[src/rtl/uart_decoder_if.sv]
// uart_decoder_if
//   Groups the serial-line, configuration and result signals of uart_decoder.
//   Signals:
//     data_in      serial receive line, idles high
//     baudcontrol  clocks per bit (N)
//     parity       1 = frame carries an even-parity bit
//     done         level: a frame has been received
//     data_out     {22'b0, framing err, parity err, byte}
//   Modports:
//     master  drives the line and configuration, observes results
//     slave   the decoder side
interface uart_decoder_if;
    logic        data_in;
    logic [23:0] baudcontrol;
    logic        parity;
    logic        done;
    logic [31:0] data_out;

    modport master (
        output data_in,
        output baudcontrol,
        output parity,
        input  done,
        input  data_out
    );

    modport slave (
        input  data_in,
        input  baudcontrol,
        input  parity,
        output done,
        output data_out
    );
endinterface

[src/rtl/uart_decoder.sv]
// uart_decoder
//   Oversampling UART receiver: 1 start bit, 8 data bits LSB first, optional
//   even-parity bit, 1 stop bit. Bit period is N = baudcontrol clocks, latched
//   together with the parity flag at each start-bit falling edge.
//   Ports:
//     clk   system clock, rising edge
//     nrst  asynchronous active-low reset
//     bus   uart_decoder_if.slave (data_in, baudcontrol, parity, done, data_out)
//   Configuration:
//     UART_DECODER_PARITY_EN  defined: parity input and PAR state active.
//                             undefined: parity ignored, data_out[8] = 0.
module uart_decoder (
    input  logic          clk,
    input  logic          nrst,
    uart_decoder_if.slave bus
);

    typedef enum logic [2:0] {IDLE, START, DATA, PAR, STOP} state_t;

    state_t      r_state;
    state_t      w_next;

    logic        r_sync1;
    logic        r_sync2;
    logic        r_prev;
    logic [23:0] r_n;
    logic [23:0] r_baud_cnt;
    logic [3:0]  r_bit_cnt;
    logic [7:0]  r_shift;
    logic        r_ferr;
    logic        r_complete;
    logic        r_done;
    logic [7:0]  r_byte_out;
    logic        r_ferr_out;

    logic        w_fall;
    logic        w_enable;
    logic [23:0] w_target;
    logic        w_tick;
    logic        w_frame_start;
    logic        w_start_ok;
    logic        w_data_shift;
    logic        w_last_bit;
    logic        w_par_sample;
    logic        w_stop_sample;
    logic        w_par_en;
    logic        w_perr_out;

`ifdef UART_DECODER_PARITY_EN
    logic        r_par_en;
    logic        r_perr;
    logic        r_perr_out;

    assign w_par_en   = r_par_en;
    assign w_perr_out = r_perr_out;
`else
    logic        w_unused_parity;

    assign w_unused_parity = bus.parity;
    assign w_par_en        = 1'b0;
    assign w_perr_out      = 1'b0;
`endif

    assign w_fall   = r_prev & ~r_sync2;
    assign w_enable = (bus.baudcontrol >= 24'd2);

    // START waits half a bit to land in the middle of the start bit;
    // every later state waits a full bit.
    always_comb begin
        w_target = r_n - 24'd1;
        if (r_state == START) begin
            w_target = {1'b0, r_n[23:1]} - 24'd1;
        end
    end

    // State register
    always_ff @(posedge clk or negedge nrst) begin
        if (!nrst) begin
            r_state <= IDLE;
        end else begin
            r_state <= w_next;
        end
    end

    // Next-state logic
    always_comb begin
        w_next = r_state;
        case (r_state)
            IDLE:  if (w_frame_start) w_next = START;
            START: if (w_tick)        w_next = r_sync2 ? IDLE : DATA;
            DATA:  if (w_last_bit)    w_next = w_par_en ? PAR : STOP;
            PAR:   if (w_par_sample)  w_next = STOP;
            STOP:  if (w_stop_sample) w_next = IDLE;
            default:                  w_next = IDLE;
        endcase
    end

    // FSM output strobes
    always_comb begin
        w_tick        = (r_state != IDLE) && (r_baud_cnt == w_target);
        w_frame_start = (r_state == IDLE) && w_fall && w_enable;
        w_start_ok    = (r_state == START) && w_tick && !r_sync2;
        w_data_shift  = (r_state == DATA) && w_tick;
        w_last_bit    = w_data_shift && (r_bit_cnt == 4'd7);
        w_par_sample  = (r_state == PAR) && w_tick;
        w_stop_sample = (r_state == STOP) && w_tick;
    end

    // Synchronizer and edge detector
    always_ff @(posedge clk or negedge nrst) begin
        if (!nrst) begin
            r_sync1 <= 1'b1;
            r_sync2 <= 1'b1;
            r_prev  <= 1'b1;
        end else begin
            r_sync1 <= bus.data_in;
            r_sync2 <= r_sync1;
            r_prev  <= r_sync2;
        end
    end

    // Datapath: counters, shift register, error flags, result registers
    always_ff @(posedge clk or negedge nrst) begin
        if (!nrst) begin
            r_n        <= '0;
            r_baud_cnt <= '0;
            r_bit_cnt  <= '0;
            r_shift    <= '0;
            r_ferr     <= 1'b0;
            r_complete <= 1'b0;
            r_done     <= 1'b0;
            r_byte_out <= '0;
            r_ferr_out <= 1'b0;
        end else begin
            r_complete <= w_stop_sample;

            if (w_frame_start) begin
                r_n        <= bus.baudcontrol;
                r_baud_cnt <= '0;
            end else if (r_state != IDLE) begin
                r_baud_cnt <= w_tick ? '0 : r_baud_cnt + 24'd1;
            end

            if (w_start_ok) begin
                r_bit_cnt <= '0;
                r_done    <= 1'b0;
            end else if (w_data_shift) begin
                r_bit_cnt <= r_bit_cnt + 4'd1;
                r_shift   <= {r_sync2, r_shift[7:1]};
            end

            if (w_stop_sample) begin
                r_ferr <= ~r_sync2;
            end

            // Result is published one clock after the stop sample.
            if (r_complete) begin
                r_done     <= 1'b1;
                r_byte_out <= r_shift;
                r_ferr_out <= r_ferr;
            end
        end
    end

`ifdef UART_DECODER_PARITY_EN
    always_ff @(posedge clk or negedge nrst) begin
        if (!nrst) begin
            r_par_en   <= 1'b0;
            r_perr     <= 1'b0;
            r_perr_out <= 1'b0;
        end else begin
            if (w_frame_start) begin
                r_par_en <= bus.parity;
            end
            if (w_start_ok) begin
                r_perr <= 1'b0;
            end else if (w_par_sample) begin
                r_perr <= (^r_shift) ^ r_sync2;
            end
            if (r_complete) begin
                r_perr_out <= r_perr;
            end
        end
    end
`endif

    assign bus.done     = r_done;
    assign bus.data_out = {22'b0, r_ferr_out, w_perr_out, r_byte_out};

endmodule

[src/flat_wrapper.sv]
// flat-port wrapper written by rule: the top's interface ports become plain ports
module uart_decoder_flat 
  (clk, nrst, bus_data_in, bus_baudcontrol, bus_parity, bus_done, bus_data_out);
  uart_decoder_if bus_i ();
  input  logic clk;
  input  logic nrst;
  input wire logic [$bits(bus_i.data_in)-1:0] bus_data_in;
  input wire logic [$bits(bus_i.baudcontrol)-1:0] bus_baudcontrol;
  input wire logic [$bits(bus_i.parity)-1:0] bus_parity;
  output wire logic [$bits(bus_i.done)-1:0] bus_done;
  output wire logic [$bits(bus_i.data_out)-1:0] bus_data_out;
  assign bus_i.data_in = bus_data_in;
  assign bus_i.baudcontrol = bus_baudcontrol;
  assign bus_i.parity = bus_parity;
  assign bus_done = bus_i.done;
  assign bus_data_out = bus_i.data_out;
  uart_decoder u_core (.clk(clk), .nrst(nrst), .bus(bus_i));
endmodule
[config.mk]
export PLATFORM = sky130hd
export DESIGN_NAME = uart_decoder_flat
export DESIGN_NICKNAME = d
export VERILOG_FILES = /design/src/rtl/uart_decoder_if.sv /design/src/rtl/uart_decoder.sv /design/src/flat_wrapper.sv
export SDC_FILE = /design/constraint.sdc
export NUM_CORES = 1
export LEC_CHECK = 0
export BUFFER_PORTS_ARGS = -buffer_cell sky130_fd_sc_hd__buf_2
export CORE_ASPECT_RATIO = 0.8
export CORE_MARGIN = 10
export CORE_UTILIZATION = 51
export DETAILED_ROUTE_END_ITERATION = 6
export GPL_ROUTABILITY_DRIVEN = 0
export PLACE_DENSITY = 0.78
export SYNTH_ARGS = -nofsm -noshare
export SYNTH_HDL_FRONTEND = slang
export SYNTH_SLANG_ARGS = --single-unit
[constraint.sdc]
create_clock -name clk -period 4.4 [get_ports clk]
set_input_delay 0.66 -clock clk [delete_from_list [all_inputs] [get_ports clk]]
set_output_delay 0.66 -clock clk [all_outputs]
set_load 0.03 [all_outputs]
==> flow_summary.yaml, run 1 <==
outcome:
  status: "completed"
placed_design:
  hpwl_mm: 10.6
  port_buffers: 36
global_routing:
  grt.met3_usage_pct: 4.46
  track_usage_pct: 19.0
  globalRouteMet1Util_pct: 26.0
  grt_pass1_wl_mm: 23.8
  grt_busiest_layer: "met2"
  grt_remaining_overflow: 0
  antenna_found_initial: 0
  grt_max_degree: 79
  gr-usage-met2_pct: 29.2
  grt_pass1_vias: 4711
synth:
  synth_top_cell_by_area: "dfrtp_1"
  synthCells: 590
  syn_area_um2: 5430
  yosys_warnings: 0
  syn_avg_cell_area_um2: 9.20
  synth_compound_area_share_pct: 15.6
  synth_mux_area_share_pct: 13.0
  ys_async_sr_fraction_pct: 100
  synth-seq-cells: 78
  synthSimpleGateAreaFrac_pct: 21.8
  yosys.area.top_type_share_pct: 34.6
  synthTopCellsByArea: "dfrtp_1 35%, mux2_2 7.3%, mux2i_1 3.5%, buf_4 3.3%, nand3_1 2.9%"
  synthAdderAreaFrac_pct: 0.691
  ys_seq_area_share_pct: 36.0
  synth_xor_area_share_pct: 4.35
  ys.flop_type: "dfrtp_1"
  synth_edf_count: 0
  synth_top_family_by_area: "simple AND/OR/NAND/NOR gates"
  yosysUniqueCellTypes: 74
timing:
  setup_violations: 0
  final-hold-violation-count: 0
  slew-limit-headroom_pct: 34.6
  worstMarginPinSlew_ns: 0.981
  post-route-period-util_pct: 99.4
  finClkSkew_ns: 0.00355
  slew_viol_final: 0
  max_freq_ghz: 0.229
  period_needed_ns: 4.37
  holdWs_ns: 0.357
  setup_tns_ns: 0
final_layout:
  fillCellCount: 865
  layout_commonest_cell: "dfrtp_1"
  final_nets: 649
  final_cell_mix: "74 x dfrtp_1, 36 x nand2_1, 35 x mux2_2, 35 x buf_2, 32 x nand3_1"
  areaGrowthSynthToFinish_pct: 11.5
  n_antenna_cell: 0
  drive_gt1_share_pct: 22.8
floorplan:
  initial_core_util_pct: 52.6
  fp.coreArea_um2: 10300
  die_h_um: 112
  dieWidth_um: 135
  io_pins: 61
  rows: 33
  die-area_um2: 15200
route:
  avgViaCountPerCell: 6.40
  vias: 4880
  wirelength_mm: 14.7
  ant_nets: 0
  first_pass_iters: 5
  wl_per_cell_um: 19.3
  dr.first_iter.drc_count: 625
  drc: 0
cts:
  clock-sinks: 78
  clk_root_buffer_cell: "clkbuf_16"
  cts_max_level: 3
  path_clk_slew_ns: 0.06
  cts_tree: "done"
  numCtsBuffers: 9
  clk_path_buf_depth: 2
  clock_latency_ns: 0.35
  hold_buffers: 0
hold_path:
  hold_class: "reg -> reg"
critical_path:
  cp.required_ns: 4.62
  crit_path_end_kind: "flop"
  crit_type: "reg -> reg"
  crit_path_start_kind: "flop"
  arrival_ns: 4.59
  path_max_fanout: 5
power:
  p_leak_nw: 2.61
  power.density_nw_per_um2: 520
  vdd_ir_drop_max_uv: 409
run:
  maxCapViolCount: 0
worst paths after layout:
| kind | from | to | slack (ns) | cells past startpoint |
|---|---|---|---|---|
| setup reg to reg | u_core.r_state[1] | u_core.r_complete | 0.03 | 13 |
| hold reg to reg | u_core.r_sync1 | u_core.r_sync2 | 0.36 | 0 |
| hold / removal | u_core.r_sync1 | u_core.r_sync2 | 0.36 | 0 |
| setup / recovery | u_core.r_state[1] | u_core.r_complete | 0.03 | 13 |
| max in group asynchronous | nrst | u_core.r_state[1] | 3.24 | 1 |
| min in group asynchronous | nrst | u_core.r_baud_cnt[15] | 0.48 | 1 |
state kept, by name (all words and copies together) (netlist names), 3 cells and up:
signal             cells
u_core.r_shift         8
u_core.r_baud_cnt     24
u_core.r_byte_out      8
u_core.r_state         3
u_core.r_bit_cnt       4
u_core.r_n            24
metal layers:
metal  share of wire (%)  vias up  routed length, um
met4                 1.6        0                234
met3                 9.3       26               1370
met5                   0        -                  0
met2                  46      256               6750
met1                  43     2390               6340
li1                    -     2208                  -
logic make-up after synthesis:
group,count (synthesis)
flip-flops,78
AO/OA/AOI/OAI,120
multiplexers,62
AND/OR/NAND/NOR,207
adder cells (fa/ha/maj),3
XOR/XNOR,27
buffers and inverters,92
other,1
critical path, stage by stage, from the launching register on:
cell and delay (ns):
dfrtp_2 0.43, nor3b_4 0.32, mux2i_1 0.32, ha_2 0.24, or4b_4 0.52, a2111oi_4 0.29
buf_4 0.19, buf_4 0.11, and4_1 0.20, a31o_2 0.18, nand3_1 0.07, or3b_2 0.47
or4_1 0.56, nor4_1 0.35
cell usage after synthesis, types with 5 or more instances:
master,number
nor2_1,23
clkbuf_1,33
nor2b_1,8
buf_4,24
dfrtp_1,75
a21oi_1,19
o21ai_0,19
o211ai_1,10
nor4_1,14
mux2_4,8
o22ai_1,9
and2_1,5
buf_2,6
nand2_1,36
nor3_1,14
inv_1,22
a31oi_1,17
xnor2_1,18
o311ai_0,7
and3_1,11
nand3_1,32
nand4_1,18
or4_1,7
mux2_2,35
nand4b_1,6
mux2i_1,19
xor2_1,9
nand2b_1,5
nor3b_1,7
layout make-up:
type                            instances  area (um^2)  area share (%)
Multi-Input combinational cell        443         3150            51.9
Clock buffer                           11          243            4.01
Sequential cell                        78         1960            32.3
Timing Repair Buffer                   64          397            6.55
Tap cell                              140          175            2.89
Inverter                               22         82.6            1.36
Clock inverter                          5         57.6           0.950
metrics by stage:
step | setup slack [ns] | power [mW] | utilization, % | cell area (um^2) | cells
floorplan | 0.00875 | 1.99 | - | 5540 | 612
global placement | 0.121 | 2.23 | 55.0 | 5680 | 741
detailed placement | -0.0949 | 2.31 | 55.0 | 5680 | 741
CTS | 0.0105 | 3.08 | 58.1 | 6000 | 759
global route | -0.0849 | 3.30 | 58.7 | 6060 | 763
finish | 0.0262 | 3.15 | 58.7 | 6060 | 763
report_power, final:
group	leakage, nW	switching, mW	internal, mW
Clock	0.150	0.307	0.456
Combinational	1.44	0.674	0.575
Sequential	1.02	0.290	0.845
Total	2.61	1.27	1.88
what timing repair did:
action                                  4_1_cts  5_1_grt
gates cloned                                  0        1
endpoints found under the setup margin       25       38
pin swaps                                     2        3
setup buffers                                 2        3
endpoints found under the hold margin         0        0
resized for setup                             1        4
(Power assumes the default switching activity.)
==> run 2, diff against run 1 <==
Settings changed: ABC_AREA from default to 1, CORE_ASPECT_RATIO 0.8 to 1.5.
==> flow_summary.yaml, run 2 <==
global_routing:
  antenna_found_initial: 0
  globalRouteMet1Util_pct: 18.1
  grt_max_degree: 79
  grt_busiest_layer: "met2"
  gr-usage-met2_pct: 31.7
  grt.met3_usage_pct: 3.11
  track_usage_pct: 17.3
  grt_pass1_wl_mm: 22.0
  grt_remaining_overflow: 0
  grt_pass1_vias: 4848
cts:
  path_clk_slew_ns: 0.06
  cts_tree: "done"
  cts_resized: 0
  clock-sinks: 78
  clk_root_buffer_cell: "clkbuf_16"
  clock_latency_ns: 0.35
  clk_path_buf_depth: 2
  hold_buffers: 0
  postCtsSetupBuffers: 0
  numCtsBuffers: 9
  cts_max_level: 3
power:
  p_clk_share_pct: 49.2
  p_seq_share_pct: 47.0
  power.density_nw_per_um2: 258
  swShare_pct: 22.7
  p_switching_mw: 0.348
  p_leak_nw: 3.05
  p_int_mw: 1.19
  vdd_ir_drop_max_uv: 247
  p_comb_share_pct: 3.8
route:
  wl_per_cell_um: 13.4
  avgViaCountPerCell: 5.10
  ant_nets: 0
  wirelength_mm: 13.2
  vias: 4989
  dr.first_iter.drc_count: 321
  drc: 0
  first_pass_iters: 5
synth:
  synth_common_cells: "251 x nand2_1, 93 x inv_1, 81 x nand3_1"
  syn_area_um2: 5460
  yosysMostFrequentCell: "nand2_1"
  synth_top_cell_by_area: "dfrtp_1"
  ys.flop_type: "dfrtp_1"
  syn_avg_cell_area_um2: 6.83
  yosys.area.top_type_share_pct: 34.4
  synthTopCellsByArea: "dfrtp_1 34%, nand2_1 17%, nand3_1 7.4%, inv_1 6.4%, xor2_1 5.8%"
  ys_seq_area_share_pct: 35.8
  yosys_warnings: 0
  synth-seq-cells: 78
  synthCells: 799
  yosysUniqueCellTypes: 38
  synth_edf_count: 0
  ys_async_sr_fraction_pct: 100
timing:
  period_needed_ns: 3.29
  rsz0062_at_grt: "no"
  post-route-period-util_pct: 74.9
  max_freq_ghz: 0.304
  worstMarginPinSlew_ns: 0.972
  final-hold-violation-count: 0
  slew-limit-headroom_pct: 35.2
  finClkSkew_ns: 0.00820
  setup_violations: 0
  slew_viol_final: 0
  setup_tns_ns: 0
hold_path:
  hold_class: "reg -> reg"
  min_from: "u_core.r_sync1"
critical_path:
  worstRegToRegCells: 18
  crit_start: "u_core.r_state[0]"
  reg2reg_slack_ns: 1.11
  critPathMostFrequentCell: "nand2_1"
  reg2reg_from: "u_core.r_state[0]"
  cp-endpoint: "u_core.r_bit_cnt[2]"
  crit_type: "reg -> reg"
  rr_endpoint: "u_core.r_bit_cnt[2]"
  crit_path_start_kind: "flop"
  cp.required_ns: 4.63
  crit_path_end_kind: "flop"
  path_max_fanout: 25
  crit_chain: "inv_2 > nor2_4 > nand3_1 > nand2_1 > ha_1 > nand3_2 > inv_2 > nand2_1 > nor2_2 > nand3_1 > nand2_1 > nand2_1 > nor2_1 > nand2_1 > nor2_8 > nand3_4 > o21ai_0 > nor2_1"
  arrival_ns: 3.53
  worst_path_max_delay_cell: "dfrtp_1"
  critical_path.max_stage_delay_ns: 0.46
final_layout:
  final_cell_mix: "251 x nand2_1, 93 x inv_1, 81 x nand3_1"
  reg_top3: "u_core.r_baud_cnt x24, u_core.r_n x24"
  areaGrowthSynthToFinish_pct: 9.10
  multi_input_area_um2: 2920
  regArea_um2: 1960
  drive_gt1_share_pct: 11.4
  instances_no_fill: 978
  fillCellCount: 1054
  layout_commonest_cell: "nand2_1"
  final_nets: 860
  n_antenna_cell: 0
placed_design:
  hpwl_mm: 10.1
  post-place-cells: 962
  port_buffers: 36
floorplan:
  die_h_um: 147
  fp.coreArea_um2: 10500
  io_pins: 61
  die-area_um2: 15300
  dieWidth_um: 104
  initial_core_util_pct: 51.8
  rows: 46
outcome:
  status: "completed"
run:
  maxCapViolCount: 0
-- run 2: changes by cell type after synthesis, sizes merged, moves of 10 or more --
cell	delta
xnor2	-16
nand2	+220
nor2	+53
xor2	+27
a31oi	-17
inv	+75
and3	-10
o21ai	+39
mux2	-43
a21oi	-16
clkbuf	-23
mux2i	-19
nand3	+53
-- run 2: final cells by class --
| type | count | area share (%) |
|---|---|---|
| Sequential cell | 78 | 32.8 |
| Timing Repair Buffer | 41 | 3.70 |
| Tap cell | 144 | 3.03 |
| Inverter | 100 | 6.30 |
| Clock inverter | 5 | 1.01 |
| Clock buffer | 11 | 4.08 |
| Multi-Input combinational cell | 599 | 49.1 |
-- run 2: cell families (layout without fill, tap and decap cells) --
| family | count (synthesis) | after routing | synth area share, % |
|---|---|---|---|
| buffers and inverters | 144 | 157 | 12.2 |
| AO/OA/AOI/OAI | 78 | 78 | 8.23 |
| other | 1 | 23 | 0.0687 |
| XOR/XNOR | 38 | 38 | 6.10 |
| AND/OR/NAND/NOR | 457 | 457 | 36.9 |
| adder cells (fa/ha/maj) | 3 | 3 | 0.688 |
| flip-flops | 78 | 78 | 35.8 |
-- run 2: routing by layer --
| metal | up-vias | routed length (um) |
|---|---|---|
| li1 | 2549 | - |
| met1 | 2306 | 5140 |
| met2 | 103 | 7150 |
| met3 | 31 | 428 |
| met4 | 0 | 437 |
| met5 | - | 0 |
-- run 2: power by group through the flow --
stage,sequential (mW),clock [mW],combinational [mW]
detailed placement,0.734,0,0.0584
global placement,0.734,0,0.0578
floorplan,0.734,0,0.0465
finish,0.721,0.755,0.0583
CTS,0.721,0.766,0.0588
global route,0.720,0.795,0.0640
-- run 2: how the worst min path moves through the flow --
stage / cells after the start / slack (ns) / end
global route: 0 / 0.36 / u_core.r_sync2
global placement: 0 / 0.35 / u_core.r_sync2
finish: 0 / 0.36 / u_core.r_sync2
floorplan: 0 / 0.35 / u_core.r_sync2
detailed placement: 0 / 0.35 / u_core.r_sync2
CTS: 0 / 0.36 / u_core.r_sync2
-- run 2: critical path: cells and delay by family, from the launching register on --
family	cells	cell delay (ns)
adder cells (fa/ha/maj)	1	0.20
AND/OR/NAND/NOR	14	2.06
buffers and inverters	2	0.21
AO/OA/AOI/OAI	1	0.24
flip-flops	1	0.46
-- run 2: through the flow --
stage	total power [mW]	hold WS [ns]	instance area [um^2]	setup slack (ns)	utilization, %
after floorplan	0.780	0.345	5540	1.77	-
after global placement	0.791	0.345	5650	1.16	53.7
after detailed placement	0.792	0.349	5650	1.11	53.7
after CTS	1.55	0.357	5960	1.09	56.5
after global routing	1.58	0.363	5960	0.761	56.5
final	1.53	0.357	5960	1.11	56.5
